### config.mk
export PLATFORM = sky130hd
export DESIGN_NAME = base_aforce_seq
export DESIGN_NICKNAME = d
export VERILOG_FILES = /design/src/rtl/base_aforce_seq.sv
export SDC_FILE = /design/constraint.sdc
export NUM_CORES = 1
export LEC_CHECK = 0
export ABC_AREA = 1
export BUFFER_PORTS_ARGS = -buffer_cell sky130_fd_sc_hd__buf_4
export CORE_MARGIN = 2
export CORE_UTILIZATION = 40
export DETAILED_ROUTE_END_ITERATION = 16
export PLACE_DENSITY_LB_ADDON = 0.3
export SLEW_MARGIN = 20
export SYNTH_ARGS = -nofsm -noshare
export SYNTH_HDL_FRONTEND = slang
export SYNTH_SLANG_ARGS = --single-unit
### constraint.sdc
create_clock -name clk -period 1.4 [get_ports clk]
set_input_delay 0.42 -clock clk [delete_from_list [all_inputs] [get_ports clk]]
set_output_delay 0.42 -clock clk [all_outputs]
set_load 0.02 [all_outputs]
### src/rtl/base_aforce_seq.sv
// -----------------------------------------------------------------------------
// base_aforce_seq
//
// Multi-channel valid/ready stage. Each channel normally passes its input
// stream straight through to its output with no latency. On a force request
// the channel first lets any stalled pass-through beat leave, then drives
// frc_cnt beats of constant fill data while holding the input off (i_r=0),
// and finally returns to pass-through. Used to terminate aborted transfers
// or pad short ones between a stream source and its consumer.
//
// Parameters
//   width   number of independent channels
//   dwidth  data bits per channel
//   cwidth  force-count bits per channel (max 2^cwidth-1 beats per request)
//   fill    data value driven on every manufactured beat
//
// Ports
//   clk      in   1              clock
//   reset_n  in   1              asynchronous reset, active low
//   frc_v    in   width          force request valid, per channel
//   frc_r    out  width          force request ready (channel in PASS)
//   frc_cnt  in   width*cwidth   beats to manufacture, channel c at [c*cwidth +: cwidth]
//   i_v      in   width          input valid
//   i_r      out  width          input ready
//   i_d      in   width*dwidth   input data
//   o_v      out  width          output valid
//   o_r      in   width          output ready
//   o_d      out  width*dwidth   output data
//   busy     out  width          channel is in ARM or FORCE
//   done     out  width          one-cycle pulse when a force request completes
//   i_l      in   width          end-of-packet flag in  (BASE_AFORCE_LAST_EN only)
//   o_l      out  width          end-of-packet flag out (BASE_AFORCE_LAST_EN only)
//
// Configuration macro
//   BASE_AFORCE_LAST_EN  adds i_l/o_l; while forcing, o_l marks only the final
//                        manufactured beat.
// -----------------------------------------------------------------------------
module base_aforce_seq #(
   parameter int                width  = 1,
   parameter int                dwidth = 8,
   parameter int                cwidth = 8,
   parameter logic [dwidth-1:0] fill   = {dwidth{1'b0}}
) (
   input  logic                     clk,
   input  logic                     reset_n,
   input  logic [width-1:0]         frc_v,
   output logic [width-1:0]         frc_r,
   input  logic [width*cwidth-1:0]  frc_cnt,
   input  logic [width-1:0]         i_v,
   output logic [width-1:0]         i_r,
   input  logic [width*dwidth-1:0]  i_d,
   output logic [width-1:0]         o_v,
   input  logic [width-1:0]         o_r,
   output logic [width*dwidth-1:0]  o_d,
`ifdef BASE_AFORCE_LAST_EN
   input  logic [width-1:0]         i_l,
   output logic [width-1:0]         o_l,
`endif
   output logic [width-1:0]         busy,
   output logic [width-1:0]         done
);

   typedef enum logic [1:0] {
      ST_PASS  = 2'b00,
      ST_ARM   = 2'b01,
      ST_FORCE = 2'b10
   } state_t;

   localparam logic [cwidth-1:0] cnt_zero = {cwidth{1'b0}};
   localparam logic [cwidth-1:0] cnt_one  = cwidth'(1'b1);

   for (genvar c = 0; c < width; c++) begin : g_ch

      state_t              state;
      logic [cwidth-1:0]   remaining;
      logic                done_q;
      logic                busy_q;
      logic [cwidth-1:0]   cnt_in;
      logic                ch_ov;
      logic                ch_ir;
      logic [dwidth-1:0]   ch_od;

      assign cnt_in = frc_cnt[c*cwidth +: cwidth];

      // Channel FSM: request acceptance, drain of a stalled beat, forced beat count.
      always_ff @(posedge clk or negedge reset_n) begin
         if (!reset_n) begin
            state     <= ST_PASS;
            remaining <= cnt_zero;
            done_q    <= 1'b0;
            busy_q    <= 1'b0;
         end else begin
            done_q <= 1'b0;
            case (state)
               ST_PASS: begin
                  if (frc_v[c]) begin
                     remaining <= cnt_in;
                     if (cnt_in == cnt_zero) begin
                        // Empty request: complete immediately, nothing manufactured.
                        done_q <= 1'b1;
                     end else if (i_v[c] && !o_r[c]) begin
                        // A beat is stalled on the output; let it leave first.
                        state  <= ST_ARM;
                        busy_q <= 1'b1;
                     end else begin
                        state  <= ST_FORCE;
                        busy_q <= 1'b1;
                     end
                  end
               end
               ST_ARM: begin
                  if ((i_v[c] && o_r[c]) || !i_v[c]) begin
                     state <= ST_FORCE;
                  end
               end
               ST_FORCE: begin
                  if (o_r[c]) begin
                     // Decrement only while nonzero; a count of 0 here can only
                     // come from corruption and is treated as the last beat.
                     if (remaining != cnt_zero) begin
                        remaining <= remaining - cnt_one;
                     end
                     if (remaining <= cnt_one) begin
                        state  <= ST_PASS;
                        busy_q <= 1'b0;
                        done_q <= 1'b1;
                     end
                  end
               end
               default: begin
                  state     <= ST_PASS;
                  remaining <= cnt_zero;
                  busy_q    <= 1'b0;
               end
            endcase
         end
      end

      // Output steering: zero-latency pass-through unless manufacturing beats.
      always_comb begin
         ch_ov = i_v[c];
         ch_ir = o_r[c];
         ch_od = i_d[c*dwidth +: dwidth];
         case (state)
            ST_FORCE: begin
               ch_ov = 1'b1;
               ch_ir = 1'b0;
               ch_od = fill;
            end
            default: begin
               ch_ov = i_v[c];
               ch_ir = o_r[c];
               ch_od = i_d[c*dwidth +: dwidth];
            end
         endcase
      end

      assign o_v[c]                  = ch_ov;
      assign i_r[c]                  = ch_ir;
      assign o_d[c*dwidth +: dwidth] = ch_od;
      assign frc_r[c]                = (state == ST_PASS);
      assign busy[c]                 = busy_q;
      assign done[c]                 = done_q;

`ifdef BASE_AFORCE_LAST_EN
      logic ch_ol;

      // End-of-packet flag: passed through, or set on the final forced beat only.
      always_comb begin
         ch_ol = i_l[c];
         if (state == ST_FORCE) begin
            ch_ol = (remaining == cnt_one);
         end else begin
            ch_ol = i_l[c];
         end
      end

      assign o_l[c] = ch_ol;
`endif

   end

endmodule

Word level (Yosys, flattened, before mapping)
Cells that the tools add are included.

word-level totals
  flip-flop bits (word level) = 12
  output and inout port bits = 13
  logic and storage cells = 50

cells by class
  $add $sub $neg = 1
  order comparisons = 1
  equal/unequal tests = 8
  multiplexer cells = 24
  bitwise gates (word level) = 1
  reduce and logical (&&, ||, !) cells = 11

operator list
  operator                                              number
  2-to-1 mux 8 bit                                      4
  one-hot mux 8 bit (3 select lines)                    1
  2-to-1 mux 2 bit                                      6
  inequality test 2 bit (second input constant)         6
  2-to-1 mux 1 bit                                      10
  AND reduction 5 bit                                   2
  <= comparator 8 x 1 -> 1 bit (second input constant)  1
  zero test 8 bit                                       1
  nonzero test 8 bit                                    1
  subtractor 8 x 1 -> 8 bit (second input constant)     1
  one-hot mux 2 bit (3 select lines)                    1
  AND reduction 4 bit                                   1
  one-hot mux 1 bit (3 select lines)                    1
  == test 2 x 1 -> 1 bit (second input constant)        1
  == test 2 bit (second input constant)                 1
  logical AND 1 bit                                     2
  zero test 1 bit                                       2
  zero test 2 bit                                       1
  one-hot mux 1 bit (2 select lines)                    1
  logical OR 1 bit                                      1
  inverter 1 bit                                        1

Depth between registers and ports, before layout
  depth in word-level cells = 6
  mapped depth = 9
  depth with buffers taken out = 9

Worst setup path after synthesis
No wires, ideal clock.

  kind = register to output
  start point = register g_ch[0].state[1]
  end point = output port i_r
  arrival time = 1.076 ns
  slack = -0.096 ns
  stages on the path, launching flop included = 5
  cells stage by stage = dfrtp_1 -> nand2_4 -> inv_2 -> buf_4 -> nor2_1

on the way
  longest elaborated chain between the ends = 2

RTL lines
  element                   RTL line  source
  start: declaration        74        state_t state;
  start signal: assignment  88        state <= ST_PASS;
  start signal: assignment  103       state <= ST_ARM;
  start signal: assignment  106       state <= ST_FORCE;
  == test 2 bit             144       case (state)
  2-to-1 mux 1 bit          144
  end: declaration          50        output logic [width-1:0] i_r,

Every way passes these cells.

Worst setup path in the final report
  start point = register g_ch[0].state[0]
  end point = output port o_d[4]

on the way
  longest elaborated chain between the ends = 2

RTL lines
  element           RTL line  source
  == test 2 bit     144
  2-to-1 mux 8 bit  144
  end: declaration  54        output logic [width*dwidth-1:0] o_d,

Every way passes these cells.

==> parameters.txt <==
Parameter                              Value

Critical path
  Longest individual stage delay on the worst path    0.41 ns
  Worst Setup Path Type    register to output port
  Worst EP arrival    1.17 ns
  Levels on crit path    5
  Sequence of cells on the critical path    inv_2 -> nand2_4 -> inv_6 -> nor2_2 -> buf_6
  Worst r2r path cells    9
  Number of buffers and inverters on the critical path    3
  Peak fanout along the critical path    5
  Largest delay contributor family on the critical path    flip-flops
  Element type at the critical path start    register
  WP data required    ~1 ns
  Library cell contributing the largest single delay on the critical path    dfrtp_1
  CP endpoint kind    output port

Die
  DIE AREA    0.00278 mm^2
  Rows    17
  Height of the die    52.7 um
  Die width    52.7 um
  Top-Level Pins    34
  Placeable core area    around 0.0022 mm^2
  Effective utilization at floorplan    a little over two fifths

Yosys
  Distinct cell type count after synthesis    21
  List of most frequent post-synthesis cells    nand2_1, nor2_1, inv_1
  Async set or reset register ratio after synthesis    100%
  Most frequent cell after synthesis    nand2_1
  Cell types occupying the most area after synthesis    dfrtp_1, nand2_1, nor2_1, inv_1, nand3_1
  Post-synth top area share    31.7%
  Seq/Total Area, Yosys    a little under a third
  Mean Syn Cell Area    6.24 um^2
  Cells after Synth    152
  Prevailing post-synth register cell    dfrtp_1
  Yosys warns    0
  Post-synthesis instance area    948 um^2
  Number of nets in the synthesized netlist    approximately 180
  Seq cells post-synth    12
  Post-synthesis cell type with the largest combined area    dfrtp_1
  Number of flops mapped to enable cells by yosys    0

Place
  Placed insts    220
  GP Congestion    0.857
  Count of buffers from port buffering    33
  Post-detailed-placement cell area    0.00130 mm^2
  Place WS    -0.0324 ns
  Post-detail-place hpwl    2.04 mm

Power
  Overall power consumption    3.49 mW
  IR Drop Worst-Case VDD    1.39 mV
  Leakage    0.847 nW
  Power per Cell Area    ~2200 mW/mm^2

STA
  Final critical-path setup slack    -0.187 ns
  Final Hold Violating Endpoints    0
  Finish-stage setup viols    19
  Setup repair after global routing missed its margin    yes
  Clock period minus worst slack    1.59 ns
  Final period util    113%
  Relative max-transition margin    76.9%
  Maximum clock rate    about 630 MHz
  Final max-slew violation count    0
  Worst-Margin Slew    between 0.3 and 0.4 ns
  Final Skew    0.00212 ns

Routing
  Drt first pass iters    4
  Antenna-violating nets left    0
  DR DRC count    0
  Total Routed Length    3.06 mm
  Count of vias placed by the detailed router    1206
  Detailed Route Iter0 Violations    21
  Routed len/inst    approximately 13 um
  DR vias/cell    5.09

GRT
  Maximum number of pins on one net before global-route repair    13
  Antenna violations before repair    0
  Number of global-route vias before repair    1179
  Overall global routing resource usage    24.4%
  Total grt overflow    0
  First-pass GRT wire length    4.95 mm

Cells and area
  Util after Layout    a little over two thirds
  Area overhead of the layout relative to synthesis    66.0%
  Number of non-filler instances in the completed layout    roughly 240
  Nets    234
  Antenna diode count    0
  Fill cell instance count of the final layout    178
  Fraction of layout instances using a drive strength above 1    45.0%
  Final cell area excluding filler cells    0.00157 mm^2

Clocking
  Worst-case clock buffer depth    2
  TritonCTS clock tree    yes
  Clock Root Buffer    clkbuf_4
  Sinks on Clock Net    12
  Clock edge transition at the registers on the reported setup and hold paths    0.09 ns
  Source-to-sink clock delay at the later pin of the worst-skew pair    around 0.29 ns
  H-tree levels    1
  Number of buffers added by the clock tree synthesis step    3

Run
  Number of violations of the max-capacitance limit    0

Hold path
  Hold/Removal Path Class    input pin to register
  Instance count along the most critical hold path    3

Status
  Violations in the final reports    setup timing
  Run status    complete, but fails checks
-- state kept, by name (all words and copies together), names as in the netlist --
signal / count
busy: 1
g_ch.remaining: 8
done: 1
g_ch.state: 2
-- worst register-to-register path: cells and delay by family, from the launching register on --
family          cells  cell delay [ns]
compound gates      1             0.09
buf+inv             4             0.52
flops               1             0.41
simple gates        4             0.41
-- layout by cell type (no fill, tap or decap) --
cell / netlist / layout
ha_4: 0 / 2
nand2_4: 1 / 2
a21oi_1: 2 / 2
nand4_1: 5 / 5
clkbuf_4: 0 / 3
nand2_1: 51 / 50
and2_0: 1 / 1
buf_4: 1 / 40
buf_6: 2 / 15
nor2_1: 23 / 11
nand2_2: 3 / 3
inv_2: 3 / 5
nand3_1: 10 / 8
o31ai_2: 0 / 1
dlygate4sd3_1: 0 / 1
inv_8: 0 / 1
o21ai_2: 2 / 3
nor2_2: 1 / 12
nand3_2: 0 / 1
a21oi_4: 0 / 1
dfrtp_1: 12 / 11
o21ai_0: 9 / 9
dfrtp_2: 0 / 1
nand3_4: 0 / 1
inv_1: 20 / 17
inv_6: 0 / 1
nor2_4: 1 / 2
-- final timing paths --
| kind | start | endpoint | slack, ns |
|---|---|---|---|
| max in group asynchronous | reset_n | g_ch[0].state[1]$_DFFE_PN0P_ | 0.72 |
| min | o_r | done$_DFF_PN0_ | 0.43 |
| min in group asynchronous | reset_n | g_ch[0].remaining[0]$_DFFE_PN0P_ | 0.51 |
| max | g_ch[0].state[0]$_DFFE_PN0P_ | o_d[4] | -0.19 |
| max reg2reg | g_ch[0].state[0]$_DFFE_PN0P_ | g_ch[0].remaining[7]$_DFFE_PN0P_ | -0.13 |
| min reg2reg | busy$_DFFE_PN0P_ | busy$_DFFE_PN0P_ | 0.49 |
-- per-stage QoR --
step           TNS, ns  hold slack [ns]
2_1_floorplan   -0.255            0.124
3_3_place_gp         0            0.273
3_5_place_dp    -0.219            0.274
4_1_cts          -2.42            0.431
5_1_grt          -3.52            0.478
6_report         -2.78            0.431
-- final cells by class --
cell class	count	area [um^2]	share of cell area (%)
timing repair buffer	56	479	30.4
inverter	23	93.8	5.96
sequential	12	302	19.2
clock buffer	3	22.5	1.43
timing repair inverter	1	8.76	0.556
tap	28	35.0	2.23
multi-input combinational	114	633	40.2
-- logic make-up after synthesis --
logic type                 count (synthesis)  synth area share, %
adders and majority gates                  2                 2.64
AOI/OAI and AO/OA                         16                 9.89
DFF                                       12                 31.7
buffers and inverters                     26                 12.3
and+or+nand+nor                           96                 43.5
-- routing by layer --
layer,routed length (um),global-route usage [%]
met5,0,0
met4,73,12.8
met3,156,2.86
met2,1670,45.8
met1,1170,26.1
-- power breakdown --
part | internal, mW | switching (mW) | total, mW
Combinational | 1.15 | 1.45 | 2.61
Sequential | 0.504 | 0.142 | 0.646
Clock | 0.100 | 0.138 | 0.238
-- repair_timing --
action,4_1_cts,5_1_grt
gates resized for setup,23,16
pin swaps,4,9
endpoints found under the setup margin,20,22
gates cloned,2,0
hold endpoints to repair,12,0
hold buffers,1,0
setup buffers,6,7
Note: power is estimated with default switching activity, not from simulation.
